**config.mk**
```make
export PLATFORM = sky130hd
export DESIGN_NAME = fetch_queue
export DESIGN_NICKNAME = d
export VERILOG_FILES = /design/src/rtl/fetch_queue.sv
export SDC_FILE = /design/constraint.sdc
export NUM_CORES = 1
export LEC_CHECK = 0
export BUFFER_PORTS_ARGS = -buffer_cell sky130_fd_sc_hd__buf_2
export CORE_MARGIN = 2
export CORE_UTILIZATION = 40
export DETAILED_ROUTE_END_ITERATION = 8
export PLACE_DENSITY = 0.69
export SYNTH_ARGS = -nofsm -noshare
export SYNTH_HDL_FRONTEND = slang
export SYNTH_SLANG_ARGS = --single-unit
```
**constraint.sdc**
```tcl
create_clock -name clk -period 3.8 [get_ports clk]
set_input_delay 0.95 -clock clk [delete_from_list [all_inputs] [get_ports clk]]
set_output_delay 0.95 -clock clk [all_outputs]
set_load 0.01 [all_outputs]
```
**src/rtl/fetch_queue.sv**
```systemverilog
`default_nettype none
// +----------------------------------------------------------------------+
// | Module   : fetch_queue                                               |
// | Purpose  : Instruction prefetch queue with 1-cycle memory and        |
// |            branch redirect flush.                                    |
// | Revision : 1.0 - initial release                                     |
// +----------------------------------------------------------------------+
module fetch_queue #(
  parameter int                DATA_W   = 16,
  parameter int                ADDR_W   = 16,
  parameter int                DEPTH    = 4,
  parameter logic [ADDR_W-1:0] RESET_PC = '0
) (
  input  logic              clk,
  input  logic              rst,
  output logic              iReq,
  output logic [ADDR_W-1:0] iAddr,
  input  logic [DATA_W-1:0] dIn,
  input  logic              brTaken,
  input  logic [ADDR_W-1:0] brTarget,
  output logic              fValid,
  output logic [DATA_W-1:0] fInst,
  output logic [ADDR_W-1:0] fPc,
  input  logic              fReady
);

  localparam int                c_PTR_W = $clog2(DEPTH);
  localparam int                c_CNT_W = c_PTR_W + 1;
  localparam logic [c_CNT_W-1:0] c_FULL  = c_CNT_W'(DEPTH);
  localparam logic [c_CNT_W:0]   c_DEPTH = (c_CNT_W + 1)'(DEPTH);

  logic [ADDR_W-1:0]  r_pc;
  logic [c_CNT_W-1:0] r_count;
  logic [c_PTR_W-1:0] r_rdPtr;
  logic [c_PTR_W-1:0] r_wrPtr;
  logic               r_inflight;
  logic [ADDR_W-1:0]  r_inflightAddr;
  logic [ADDR_W-1:0]  r_addrMem [DEPTH];
  logic [DATA_W-1:0]  r_instMem [DEPTH];

  logic [c_CNT_W:0]   w_occupied;
  logic               w_req;
  logic               w_push;
  logic               w_pop;

  // Outstanding request reserves a slot so its response can never overflow.
  assign w_occupied = {1'b0, r_count} + {{c_CNT_W{1'b0}}, r_inflight};
  assign w_req      = !rst && !brTaken && (w_occupied < c_DEPTH);
  assign w_push     = r_inflight && !brTaken;
  assign w_pop      = fValid && fReady;

  assign iReq   = w_req;
  assign iAddr  = r_pc;
  assign fValid = !rst && (r_count != '0);
  assign fInst  = r_instMem[r_rdPtr];
  assign fPc    = r_addrMem[r_rdPtr];

  always_ff @(posedge clk) begin
    if (rst) begin
      r_pc       <= RESET_PC;
      r_count    <= '0;
      r_rdPtr    <= '0;
      r_wrPtr    <= '0;
      r_inflight <= 1'b0;
    end else if (brTaken) begin
      r_pc       <= brTarget;
      r_count    <= '0;
      r_rdPtr    <= '0;
      r_wrPtr    <= '0;
      r_inflight <= 1'b0;
    end else begin
      r_inflight <= w_req;
      if (w_req) begin
        r_pc           <= r_pc + 1'b1;
        r_inflightAddr <= r_pc;
      end
      if (w_push) begin
        r_addrMem[r_wrPtr] <= r_inflightAddr;
        r_instMem[r_wrPtr] <= dIn;
        r_wrPtr            <= r_wrPtr + 1'b1;
      end
      if (w_pop) begin
        r_rdPtr <= r_rdPtr + 1'b1;
      end
      if (w_push && !w_pop) begin
        r_count <= r_count + 1'b1;
      end else if (w_pop && !w_push) begin
        r_count <= r_count - 1'b1;
      end
    end
  end

  always_ff @(posedge clk) begin
    if (!rst && !brTaken) begin
      assert (!(w_push && !w_pop && r_count == c_FULL));
    end
  end

endmodule
`default_nettype wire
```
# Word level (Yosys, flattened, before mapping)
# Memories as Yosys holds them, arrays and structs flattened. A register that Yosys moved wholly into a read port is not among the register bits.
# Cells that the tools add are included.
# totals
register_bits	40
latch_bits	0
mem_bits_rw	128
romBits	0
inputBits	36
elab_cells	45
n_memories	2
# op_classes
n_addsub	6
n_mul	0
div	0
n_lt_le_gt_ge	1
n_eq_ne	0
n_shift	0
muxes	12
bitwise_logic	2
reduce_logical	16
# memory_table
name	words	word_bits	read_ports	rd_clocked_by_memory_dff	wr	line	rtl
r_addrMem	4	16	1	1	1	38	logic [ADDR_W-1:0] r_addrMem [DEPTH];
r_instMem	4	16	1	1	1	39	logic [DATA_W-1:0] r_instMem [DEPTH];
# op_table
cell	count
16-bit two-way mux	2
16-bit by 1-bit adder with 16-bit output, second input constant	1
2-bit two-way mux	4
1-bit logical AND	7
3-bit two-way mux	2
2-bit by 1-bit adder with 2-bit output, second input constant	2
3-bit by 1-bit adder with 4-bit output	1
1-bit logical NOT	4
4-bit by 3-bit less-than comparator with 1-bit output, second input constant	1
1-bit two-way mux	4
2-bit nonzero test	2
3-bit by 1-bit adder with 3-bit output, second input constant	1
3-bit AND reduction	1
3-bit nonzero test	1
3-bit by 1-bit subtractor with 3-bit output, second input constant	1
1-bit inverter	2
2-bit OR reduction	1

# Longest topological paths before layout
# Gate-level depths: netlist of the first run.
# logic_depth
ltp_word	6
ltp_mapped	9
mapped_depth_nobuf	9

# Worst setup path before layout of the first run
# OpenSTA, ideal clock, no wires.
# synth_path
path_kind	input-to-output
startpoint	in rst
endpoint	out iReq
arrival_time_ns	1.899
path_slack_ns	0.951
path_stages	3
path_buffers	0
cell_sequence	nor3_1 -> nand2_1 -> inv_1
# synth_between
elab_chain_cells	3
# synth_lines
item	line	rtl
start, declared	15	input logic rst,
1-bit logical NOT	n/a	
1-bit logical AND	n/a	
1-bit logical AND	48	assign w_req = !rst && !brTaken && (w_occupied < c_DEPTH);
end, declared	16	output logic iReq,
# No other way between the ends.

==> results of run 1 <==
## per-layer routing
metal	global-route usage [%]	wire (um)	up-vias	share of wire [%]
met5	0	0	-	0
met4	6.22	193	0	1.6
met3	4.65	853	19	7.0
met2	23.0	5880	146	48
met1	19.3	5200	1768	43
li1	-	-	1638	-
## path summary, 6_finish.rpt
| kind | end | slack (ps) | cells after the start |
|---|---|---|---|
| max reg2reg | r_count[2] | 1490 | 9 |
| min | r_addrMem[0][6] | 490 | 0 |
| min reg2reg | r_addrMem[0][6] | 490 | 0 |
| max | fPc[10] | 750 | 3 |
## Yosys cell counts (6+ instances only)
master / instances / area [um^2]
sky130_fd_sc_hd__dfxtp_1: 26 / 521
sky130_fd_sc_hd__nand2_1: 21 / 78.8
sky130_fd_sc_hd__inv_1: 11 / 41.3
sky130_fd_sc_hd__mux4_2: 32 / 721
sky130_fd_sc_hd__nor3_1: 8 / 40.0
sky130_fd_sc_hd__nor2_1: 10 / 37.5
sky130_fd_sc_hd__a31oi_1: 9 / 56.3
sky130_fd_sc_hd__ha_1: 6 / 75.1
sky130_fd_sc_hd__a21oi_1: 7 / 35.0
sky130_fd_sc_hd__or3_1: 6 / 37.5
sky130_fd_sc_hd__mux2i_1: 6 / 60.1
sky130_fd_sc_hd__edfxtp_1: 144 / 4320
sky130_fd_sc_hd__and3_1: 12 / 75.1
sky130_fd_sc_hd__nand3_1: 12 / 60.1
## critical path, cell delays in order, from the launching register on
cell	delay [ps]
sky130_fd_sc_hd__dfxtp_2	700
sky130_fd_sc_hd__buf_12	280
sky130_fd_sc_hd__mux4_2	530
sky130_fd_sc_hd__buf_2	160
## power breakdown
| part | switching (uW) | leakage (uW) | internal (uW) |
|---|---|---|---|
| combinational | 75.6 | 0.000861 | 58.4 |
| sequential | 36.8 | 0.00152 | 2050 |
| clock | 638 | 0.000270 | 1010 |
## cells by family after synthesis
family,count (synthesis)
XOR/XNOR,5
AO/OA/AOI/OAI,29
buffers and inverters,28
multiplexers,40
adder cells (fa/ha/maj),7
flip-flops,170
AND/OR/NAND/NOR,84
## flip-flops by register name, summed over array words and instances, names as in the netlist, named ones only
name / flops
iAddr: 16
r_addrMem: 64
r_count: 3
r_inflight: 1
r_inflightAddr: 16
r_instMem: 64
r_rdPtr: 2
r_wrPtr: 2
## layout make-up
type / count / area, um^2 / share of cell area [%]
well taps: 216 / 270 / 3.48
multi-input cells: 165 / 1580 / 20.4
clock buffers: 19 / 433 / 5.57
flip-flops and latches: 170 / 4850 / 62.4
repair buffers: 89 / 468 / 6.02
inverters: 11 / 41.3 / 0.531
clock inverters: 11 / 130 / 1.67
## placed cells by master (no fill, tap or decap), types with 2 or more instances in the layout
master,n
sky130_fd_sc_hd__mux2_2,2
sky130_fd_sc_hd__o311ai_0,2
sky130_fd_sc_hd__a2bb2oi_1,2
sky130_fd_sc_hd__and3_1,8
sky130_fd_sc_hd__bufinv_16,3
sky130_fd_sc_hd__nor2_1,10
sky130_fd_sc_hd__nand4_1,2
sky130_fd_sc_hd__nor4_1,4
sky130_fd_sc_hd__mux4_2,32
sky130_fd_sc_hd__nand3_1,12
sky130_fd_sc_hd__o21ai_0,3
sky130_fd_sc_hd__clkinv_1,5
sky130_fd_sc_hd__o211ai_1,2
sky130_fd_sc_hd__clkbuf_16,17
sky130_fd_sc_hd__or3_1,6
sky130_fd_sc_hd__clkbuf_1,2
sky130_fd_sc_hd__nor3_1,8
sky130_fd_sc_hd__buf_4,3
sky130_fd_sc_hd__and3_2,4
sky130_fd_sc_hd__xor2_1,2
sky130_fd_sc_hd__inv_1,11
sky130_fd_sc_hd__mux2i_1,6
sky130_fd_sc_hd__dfxtp_1,25
sky130_fd_sc_hd__ha_1,6
sky130_fd_sc_hd__xnor2_1,3
sky130_fd_sc_hd__nand2_1,21
sky130_fd_sc_hd__a31oi_1,9
sky130_fd_sc_hd__a21oi_1,7
sky130_fd_sc_hd__buf_2,85
sky130_fd_sc_hd__or4_1,3
sky130_fd_sc_hd__edfxtp_1,144
## per-stage QoR
stage          cells  cell area, um^2  setup slack [ps]  util, %
6_report         681             7770               751     48.7
2_1_floorplan    363             6550               951        -
5_1_grt          681             7770               596     48.7
3_5_place_dp     651             7210               778     45.2
4_1_cts          681             7770               655     48.7
3_3_place_gp     651             7210               830     45.2
==> implementation parameters, run 1 <==
Parameter                              Value

Floorplanning
  Die span in x ... 132 um
  Starting density of the core ... 41.1%
  Placement Rows ... 46
  Full die area ... 0.0174 mm^2
  Num ports ... 86
  Placeable core area ... 0.0159 mm^2
  Chip Height ... 132 um

Job
  Max-cap violation count ... 0

Logic synthesis
  Yosys synthesis warning count ... 0
  Share of the synthesized area in compound gates (AO/OA/AOI/OAI) ... 2.94%
  Number of flops mapped to enable cells by yosys ... 144
  Post-synth top flop ... sky130_fd_sc_hd__edfxtp_1
  Synthesized netlist cell count ... 363
  Share of the yosys chip area belonging to registers ... around three quarters
  FF+latch count, synth ... 170
  Parity-gate share of the synthesized area counting xor and xnor cells ... less than 1%
  Syn Nets ... 406
  Arithmetic-cell share of the synthesized area counting full adders, half adders and majority gates ... 1.45%
  Post-synthesis average cell area ... 18.0 um^2
  Main combinational cell family by area after synthesis ... multiplexers
  Count of different cell masters after synthesis ... 40
  Mux cell area share after synthesis ... 12.3%
  Fraction of registers with async set/reset ... 0%
  Fraction of the mapped netlist area in simple logic gates ... 6.75%
  Area of the mapped netlist ... 0.00655 mm^2

Routing
  Final routed DRC violation total ... 0
  Routed length per instance ... between 15 and 20 um
  Antenna Nets Post-Route ... 0
  Drt first pass iters ... 4
  Sum of routed wire length over all layers ... 12.1 mm
  Detailed Route Iter0 Violations ... 235
  Overall via count from detail_route ... 3571
  Via count normalized by instance count ... 5.24

Worst setup path
  Endpoint arrival time on the critical path ... 2100 ps
  Critical path launch point type ... flop
  Crit Reg-Reg Startpoint ... r_count[2]
  Critical path type ... reg2out
  CP required ... 2850 ps
  Kind of end point of the critical path ... primary output
  Maximum fanout along the worst path ... 19

STA
  Clock period minus final worst setup slack ... 3050 ps
  Post-Route Skew ... about 5.0 ps
  Setup TNS ... 0 ps
  Slew at the pin closest to its max-slew limit ... slightly below 900 ps
  Setup repair after global routing missed its margin ... no
  Final max-slew violation count ... 0
  Top achievable clock speed ... between 300 and 400 MHz
  Fraction of the cycle the final worst path needs ... roughly four fifths
  Setup violators final ... 0
  Relative slew slack ... 41.3%
  Count of final hold-check violations ... 0
  Tightest hold margin ... 492 ps

Place
  Half-perimeter wire length after placement ... about 7.6 mm
  Final GP Congestion ... 0.951
  Count of port buffers added during placement ... 85

CTS
  Number of buffers inserted during clock tree synthesis ... 17
  Cts-stage hold buffer count ... 0
  Source-to-sink clock delay at the later pin of the worst-skew pair ... 420 ps
  Maximum level of the CTS H-tree ... 4
  Cell at the root of the clock tree ... sky130_fd_sc_hd__clkbuf_16
  Clock sink count ... 170
  Resized cells post-CTS ... 0
  Number of post-CTS setup repair buffers ... 0
  Buffer levels on the longest clock path ... 2
  Worst-path clk slew ... 60 ps
  CTS tree ... yes

Power
  Leak Pwr ... 0.00265 uW
  Power, Total ... 3880 uW
  Worst-case vdd ir drop ... 0.000333 V
  Power density over the cells ... between 400 and 500 mW/mm^2

Global route
  Congestion Overflow GR ... 0
  Maximum number of pins on one net before global-route repair ... 33
  Via count of the first global-routing pass ... 3569
  Global-route wire length before repair ... roughly 19 mm
  Total routing usage reported by global routing ... 14.8%
  Initial antenna violation count ... 0

Layout
  Layout Nets ... 497
  Synthesis-to-layout area growth ... 18.7%
  Count of filler cells inserted in the layout ... between 1000 and 1500
  Proportion of layout cells with a drive suffix above 1 ... 32.9%
  Number of inserted diodes ... 0

Hold path
  Type of the tightest min-delay check ... reg2reg
  Hold Path Origin ... r_inflightAddr[6]

Run status
  Outcome ... complete, no violations
No activity file was read; power rests on OpenSTA's default activity.
==> run 2, diff against run 1 <==
Settings changed: PLACE_DENSITY 0.69 to 0.71.
Clock period 3.8 ns to 2.6 ns, I/O delays scaled along.
==> run 2 against run 1 <==
Sequential share of layout area fell by 0.75 points; die area unchanged; critical path type unchanged; register-to-register slack got worse by 1200 ps; via count rose by 0.64%; worst hold slack got worse by 56 ps; non-clock buffer count rose by 8; worst setup slack worse by 580 ps; power rose by 43%; routed wire length increased by 3.3%; first-iteration DRC count grew 12%; cell count increased by 1.5%.
==> implementation parameters, run 2 (same netlist as run 1, synthesis figures left out) <==
Parameter                              Value

Routing
  Final routed DRC violation total ... 0 (unchanged)
  Routed length per instance ... 18.1 um (+1.8%)
  Overall via count from detail_route ... 3594 (+0.64%)
  Drt first pass iters ... 5 (+1)
  Antenna Nets Post-Route ... 0 (unchanged)
  Sum of routed wire length over all layers ... 12.5 mm (+3.3%)
  Via count normalized by instance count ... 5.20 (-0.81%)
  Detailed Route Iter0 Violations ... 263 (+12%)

Layout
  Layout Nets ... 505 (+1.6%)
  Filler-free cell count of the finished design ... 691 (+1.5%)
  Post-route cell area ... 0.00787 mm^2 (+1.2%)
  Most common cell after layout, fill and taps aside ... sky130_fd_sc_hd__edfxtp_1
  Proportion of layout cells with a drive suffix above 1 ... 34.9% (+2.0 points)
  Registers with the highest flip-flop counts ... r_addrMem x64, r_instMem x64
  Commonest cells after routing, fill and taps aside ... sky130_fd_sc_hd__edfxtp_1, sky130_fd_sc_hd__buf_2, sky130_fd_sc_hd__mux4_2
  Number of inserted diodes ... 0 (unchanged)
  Synthesis-to-layout area growth ... 20.1%

Floorplanning
  Num ports ... 86 (unchanged)
  Placement Rows ... 46 (unchanged)
  Chip Height ... 132 um (unchanged)
  Full die area ... 0.0174 mm^2 (unchanged)
  Starting density of the core ... 41.1% (unchanged)
  Die span in x ... 132 um (unchanged)
  Placeable core area ... 0.0159 mm^2 (unchanged)

Run status
  Outcome ... complete, no violations

STA
  Post-Route Skew ... 6.25 ps (+1.26 ps)
  Fraction of the cycle the final worst path needs ... about 93%
  Relative slew slack ... 72.5% (+31 points)
  Final max-slew violation count ... 0 (unchanged)
  Count of final hold-check violations ... 0 (unchanged)
  Setup violators final ... 0 (unchanged)
  Setup repair after global routing missed its margin ... no
  Setup TNS ... 0 ps (unchanged)
  Clock period minus final worst setup slack ... 2430 ps
  Slew at the pin closest to its max-slew limit ... 408 ps (-472 ps)
  Top achievable clock speed ... 412 MHz

Place
  Cell area reported after detailed placement ... 0.00733 mm^2 (+1.7%)
  Count of port buffers added during placement ... 85 (unchanged)
  Half-perimeter wire length after placement ... 8.00 mm (+5.3%)
  DP Cell Count ... 659 (+1.2%)
  Final GP Congestion ... 0.866 (-8.9%)

Power
  Power density over the cells ... 706 mW/mm^2 (+42%)
  Net switching power figure ... 1160 uW (+54%)
  Clock power frac ... 41.3% (-1.3 points)
  Worst-case vdd ir drop ... 0.000482 V (+44%)
  Sw Ratio ... 20.8% (+1.5 points)
  Power, Total ... 5550 uW (+43%)
  P_int ... 4400 uW (+41%)
  Fraction of power consumed by combinational cells ... 3.7% (+0.2 points)
  Sequential share of power ... 55.0% (+1.0 points)
  Leak Pwr ... 0.00270 uW (+1.7%)

Worst setup path
  CP required ... 1950 ps (-900 ps)
  Kind of end point of the critical path ... primary output
  Critical path launch point type ... flop
  Critical path type ... reg2out
  Maximum fanout along the worst path ... 32 (+13)
  Endpoint arrival time on the critical path ... 1780 ps (-320 ps)

CTS
  Cell at the root of the clock tree ... sky130_fd_sc_hd__clkbuf_16
  Cts-stage hold buffer count ... 0 (unchanged)
  Buffer levels on the longest clock path ... 2 (unchanged)
  Source-to-sink clock delay at the later pin of the worst-skew pair ... 430 ps (about the same)
  CTS tree ... yes
  Number of buffers inserted during clock tree synthesis ... 17 (unchanged)
  Resized cells post-CTS ... 0 (unchanged)
  Worst-path clk slew ... 60 ps (about the same)
  Number of post-CTS setup repair buffers ... 0 (unchanged)
  Maximum level of the CTS H-tree ... 4 (unchanged)
  Clock sink count ... 170 (unchanged)

Job
  Max-cap violation count ... 0 (unchanged)

Global route
  Global-route wire length before repair ... 19.8 mm (+2.8%)
  Maximum number of pins on one net before global-route repair ... 33 (unchanged)
  Total routing usage reported by global routing ... 15.2% (+0.43 points)
  Initial antenna violation count ... 0 (unchanged)
  Via count of the first global-routing pass ... 3650 (+2.3%)
  Congestion Overflow GR ... 0 (unchanged)

Hold path
  Type of the tightest min-delay check ... in2reg
==> run 2: path summary, 6_finish.rpt <==
check | from | end | slack, ps | depth (start not counted)
min | dIn[2] | r_instMem[3][2] | 440 | 1
max reg2reg | r_count[0] | r_count[2] | 280 | 9
min reg2reg | r_inflightAddr[0] | r_addrMem[1][0] | 490 | 0
max | flop | fPc[4] | 170 | 3
==> run 2: final cells by class <==
cell class | instances | area (um^2)
fillers | 1356 | 8080
flip-flops and latches | 170 | 4850
multi-input cells | 165 | 1580
repair buffers | 97 | 591
clock buffers | 19 | 433
well taps | 216 | 270
clock inverters | 13 | 103
inverters | 11 | 41.3
==> run 2: power by group through the flow <==
| stage | Combinational, uW | Clock, uW | Sequential, uW |
|---|---|---|---|
| 4_1_cts | 209 | 2330 | 3050 |
| 3_3_place_gp | 202 | 0 | 3110 |
| 2_1_floorplan | 107 | 0 | 3100 |
| 6_report | 207 | 2290 | 3050 |
| 5_1_grt | 227 | 2450 | 3060 |
| 3_5_place_dp | 208 | 0 | 3110 |
==> run 2: worst max-delay path, cell delays in order (launching register included) <==
cell and delay (ps):
sky130_fd_sc_hd__dfxtp_2 340, sky130_fd_sc_hd__buf_12 260, sky130_fd_sc_hd__mux4_2 570, sky130_fd_sc_hd__buf_2 160
==> run 2: through the flow <==
stage | hold WS [ps] | setup WS (ps) | utilization (%)
after floorplan | 459 | 290 | -
after global placement | 471 | 289 | 46.0
after detailed placement | 484 | 195 | 46.0
after CTS | 420 | 125 | 49.3
after global routing | 420 | 91.1 | 49.3
final | 436 | 174 | 49.3
==> run 2: routing by layer <==
layer | global-route usage (%) | part of all wire, % | wire length (um)
met2 | 23.8 | 48 | 5960
met5 | 0 | 0 | 0
met3 | 4.42 | 7.0 | 883
met4 | 6.82 | 2.1 | 264
met1 | 19.9 | 43 | 5430
==> run 3, diff against run 2 <==
Settings changed: CORE_UTILIZATION 40 to 51, PLACE_DENSITY 0.71 to 0.85, SKIP_LAST_GASP set to 1.
==> run 3 against run 2 <==
Count of clock-buffer cells in the layout is 1 higher; register-to-register slack improved by 40 ps; routed wire length decreased by 0.53%; sequential power hardly changed; critical path depth did not move; via count is 0.81% lower; first-iteration DRC count down 0.38%; clock skew grew 6.6 ps; core utilization up 14 points; maximum frequency is 0.78% higher; critical path type unchanged; critical endpoint is now fPc[1]; largest power group unchanged.
==> implementation parameters, run 3 (same netlist as run 1, synthesis figures left out) <==
Parameter                              Value

CTS
  Maximum level of the CTS H-tree ... 4 (unchanged)
  Number of post-CTS setup repair buffers ... 0 (unchanged)
  Clock sink count ... 170 (unchanged)
  Worst-path clk slew ... 60 ps (about the same)
  Cts-stage hold buffer count ... 0 (unchanged)
  Resized cells post-CTS ... 0 (unchanged)
  Source-to-sink clock delay at the later pin of the worst-skew pair ... 420 ps (about the same)
  Buffer levels on the longest clock path ... 2 (unchanged)
  CTS tree ... yes
  Number of buffers inserted during clock tree synthesis ... 17 (unchanged)
  Cell at the root of the clock tree ... sky130_fd_sc_hd__clkbuf_16

Floorplanning
  Starting density of the core ... 52.1% (+11 points)
  Placeable core area ... 0.0126 mm^2 (-21%)
  Num ports ... 86 (unchanged)
  Full die area ... 0.0138 mm^2 (-21%)
  Chip Height ... 117 um (-11%)
  Die span in x ... 117 um (-11%)
  Placement Rows ... 41 (-11%)

Layout
  Layout Nets ... 509 (+0.79%)
  Combined area of the multi-input logic cells ... 0.00158 mm^2 (unchanged)
  Number of inserted diodes ... 0 (unchanged)
  Synthesis-to-layout area growth ... 21.0%
  Commonest cells after routing, fill and taps aside ... sky130_fd_sc_hd__edfxtp_1, sky130_fd_sc_hd__buf_2, sky130_fd_sc_hd__mux4_2
  Registers with the highest flip-flop counts ... r_addrMem x64, r_instMem x64
  Proportion of layout cells with a drive suffix above 1 ... 36.3% (+1.4 points)
  Most common cell after layout, fill and taps aside ... sky130_fd_sc_hd__edfxtp_1
  Count of filler cells inserted in the layout ... 885 (-35%)
  Area occupied by registers ... 0.00485 mm^2 (unchanged)
  Post-route cell area ... 0.00792 mm^2 (+0.70%)

Power
  Sw Ratio ... 19.1% (-1.7 points)
  Clock power frac ... 45.6% (+4.3 points)
  Worst-case vdd ir drop ... 0.000412 V (-15%)
  Power, Total ... 5990 uW (+7.9%)
  Sequential share of power ... 50.9% (-4.1 points)
  Fraction of power consumed by combinational cells ... 3.4% (-0.3 points)
  Net switching power figure ... 1150 uW (-0.88%)
  P_int ... 4850 uW (+10%)
  Power density over the cells ... 757 mW/mm^2 (+7.1%)
  Leak Pwr ... 0.00277 uW (+2.8%)

Hold path
  Type of the tightest min-delay check ... in2reg

Routing
  Via count normalized by instance count ... 5.48 (+5.3%)
  Antenna Nets Post-Route ... 0 (unchanged)
  Sum of routed wire length over all layers ... 12.5 mm (-0.53%)
  Overall via count from detail_route ... 3565 (-0.81%)
  Drt first pass iters ... 4 (-1)
  Detailed Route Iter0 Violations ... 262 (-0.38%)
  Final routed DRC violation total ... 0 (unchanged)
  Routed length per instance ... 19.1 um (+5.6%)

STA
  Setup repair after global routing missed its margin ... no
  Slew at the pin closest to its max-slew limit ... 507 ps (+99.0 ps)
  Setup violators final ... 0 (unchanged)
  Post-Route Skew ... 12.9 ps (+6.64 ps)
  Fraction of the cycle the final worst path needs ... 92.6% (-0.72 points)
  Count of final hold-check violations ... 0 (unchanged)
  Setup TNS ... 0 ps (unchanged)
  Clock period minus final worst setup slack ... 2410 ps (-18.7 ps)
  Final max-slew violation count ... 0 (unchanged)
  Top achievable clock speed ... 415 MHz (+0.78%)
  Relative slew slack ... 65.7% (-6.7 points)

Worst setup path
  Kind of end point of the critical path ... primary output
  Critical path launch point type ... flop
  Maximum fanout along the worst path ... 32 (unchanged)
  CP required ... 1950 ps (about the same)
  Critical path type ... reg2out
  Endpoint arrival time on the critical path ... 1760 ps (-20 ps)

Place
  Count of port buffers added during placement ... 85 (unchanged)
  Final GP Congestion ... 0.886 (+2.3%)
  Half-perimeter wire length after placement ... 8.07 mm (+0.81%)
  Cell area reported after detailed placement ... 0.00727 mm^2 (-0.85%)

Run status
  Outcome ... complete, no violations

Global route
  Congestion Overflow GR ... 0 (unchanged)
  Via count of the first global-routing pass ... 3680 (+0.82%)
  Global-route wire length before repair ... 19.7 mm (-0.55%)
  Initial antenna violation count ... 0 (unchanged)
  Maximum number of pins on one net before global-route repair ... 33 (unchanged)
  Total routing usage reported by global routing ... 18.9% (+3.7 points)

Job
  Max-cap violation count ... 0 (unchanged)
## run 3: cell count changes in the layout (fill, tap and decap cells not counted), sizes merged
cell	before	now
buf	97	101
bufinv	1	5
clkbuf	19	20
clkinv	8	7
clkinvlp	2	0
inv	13	11
## run 3: power by group through the flow
| stage | clock, uW | sequential [uW] | combinational (uW) |
|---|---|---|---|
| floorplan | 0 | 3100 | 107 |
| global placement | 0 | 3110 | 199 |
| detailed placement | 0 | 3110 | 206 |
| CTS | 2780 | 3050 | 207 |
| global route | 2890 | 3060 | 226 |
| finish | 2730 | 3050 | 206 |
## run 3: area by class of cell
cell class	instances	area share, %
multi-input combinational	165	20.0
sequential	170	61.2
tap	172	2.72
inverter	11	0.521
timing repair buffer	101	7.36
clock inverter	12	2.48
clock buffer	20	5.77
## run 3: path summary, 6_finish.rpt
path	from	to	slack [ps]	cells past startpoint
worst min register to register	r_inflightAddr[6]	r_addrMem[2][6]	490	0
worst min-delay path	dIn[6]	r_instMem[1][6]	450	1
worst max register to register	r_count[0]	r_count[2]	320	9
worst max-delay path	flop	fPc[1]	190	3
## run 3: layer usage
layer | routed length [um] | share of wire [%] | vias to the layer above | track usage (%)
met5 | 0 | 0 | - | 0
met4 | 112 | 0.90 | 0 | 6.48
met3 | 699 | 5.6 | 7 | 5.45
met2 | 6300 | 51 | 120 | 30.6
met1 | 5350 | 43 | 1775 | 24.7
li1 | - | - | 1663 | -
## run 3: stage by stage
stage                     instances  utilization [%]  setup slack [ps]  hold slack [ps]
after global placement          619             57.8               290              468
final                           651             63.0               192              447
after detailed placement        619             57.8               194              489
after floorplan                 363                -               290              459
after global routing            651             63.0              96.5              430
after CTS                       651             63.0               144              424
## run 3: critical path: stages, from the launching register on
cell and delay [ps]:
sky130_fd_sc_hd__dfxtp_2 340, sky130_fd_sc_hd__buf_12 250, sky130_fd_sc_hd__mux4_2 570, sky130_fd_sc_hd__buf_2 160
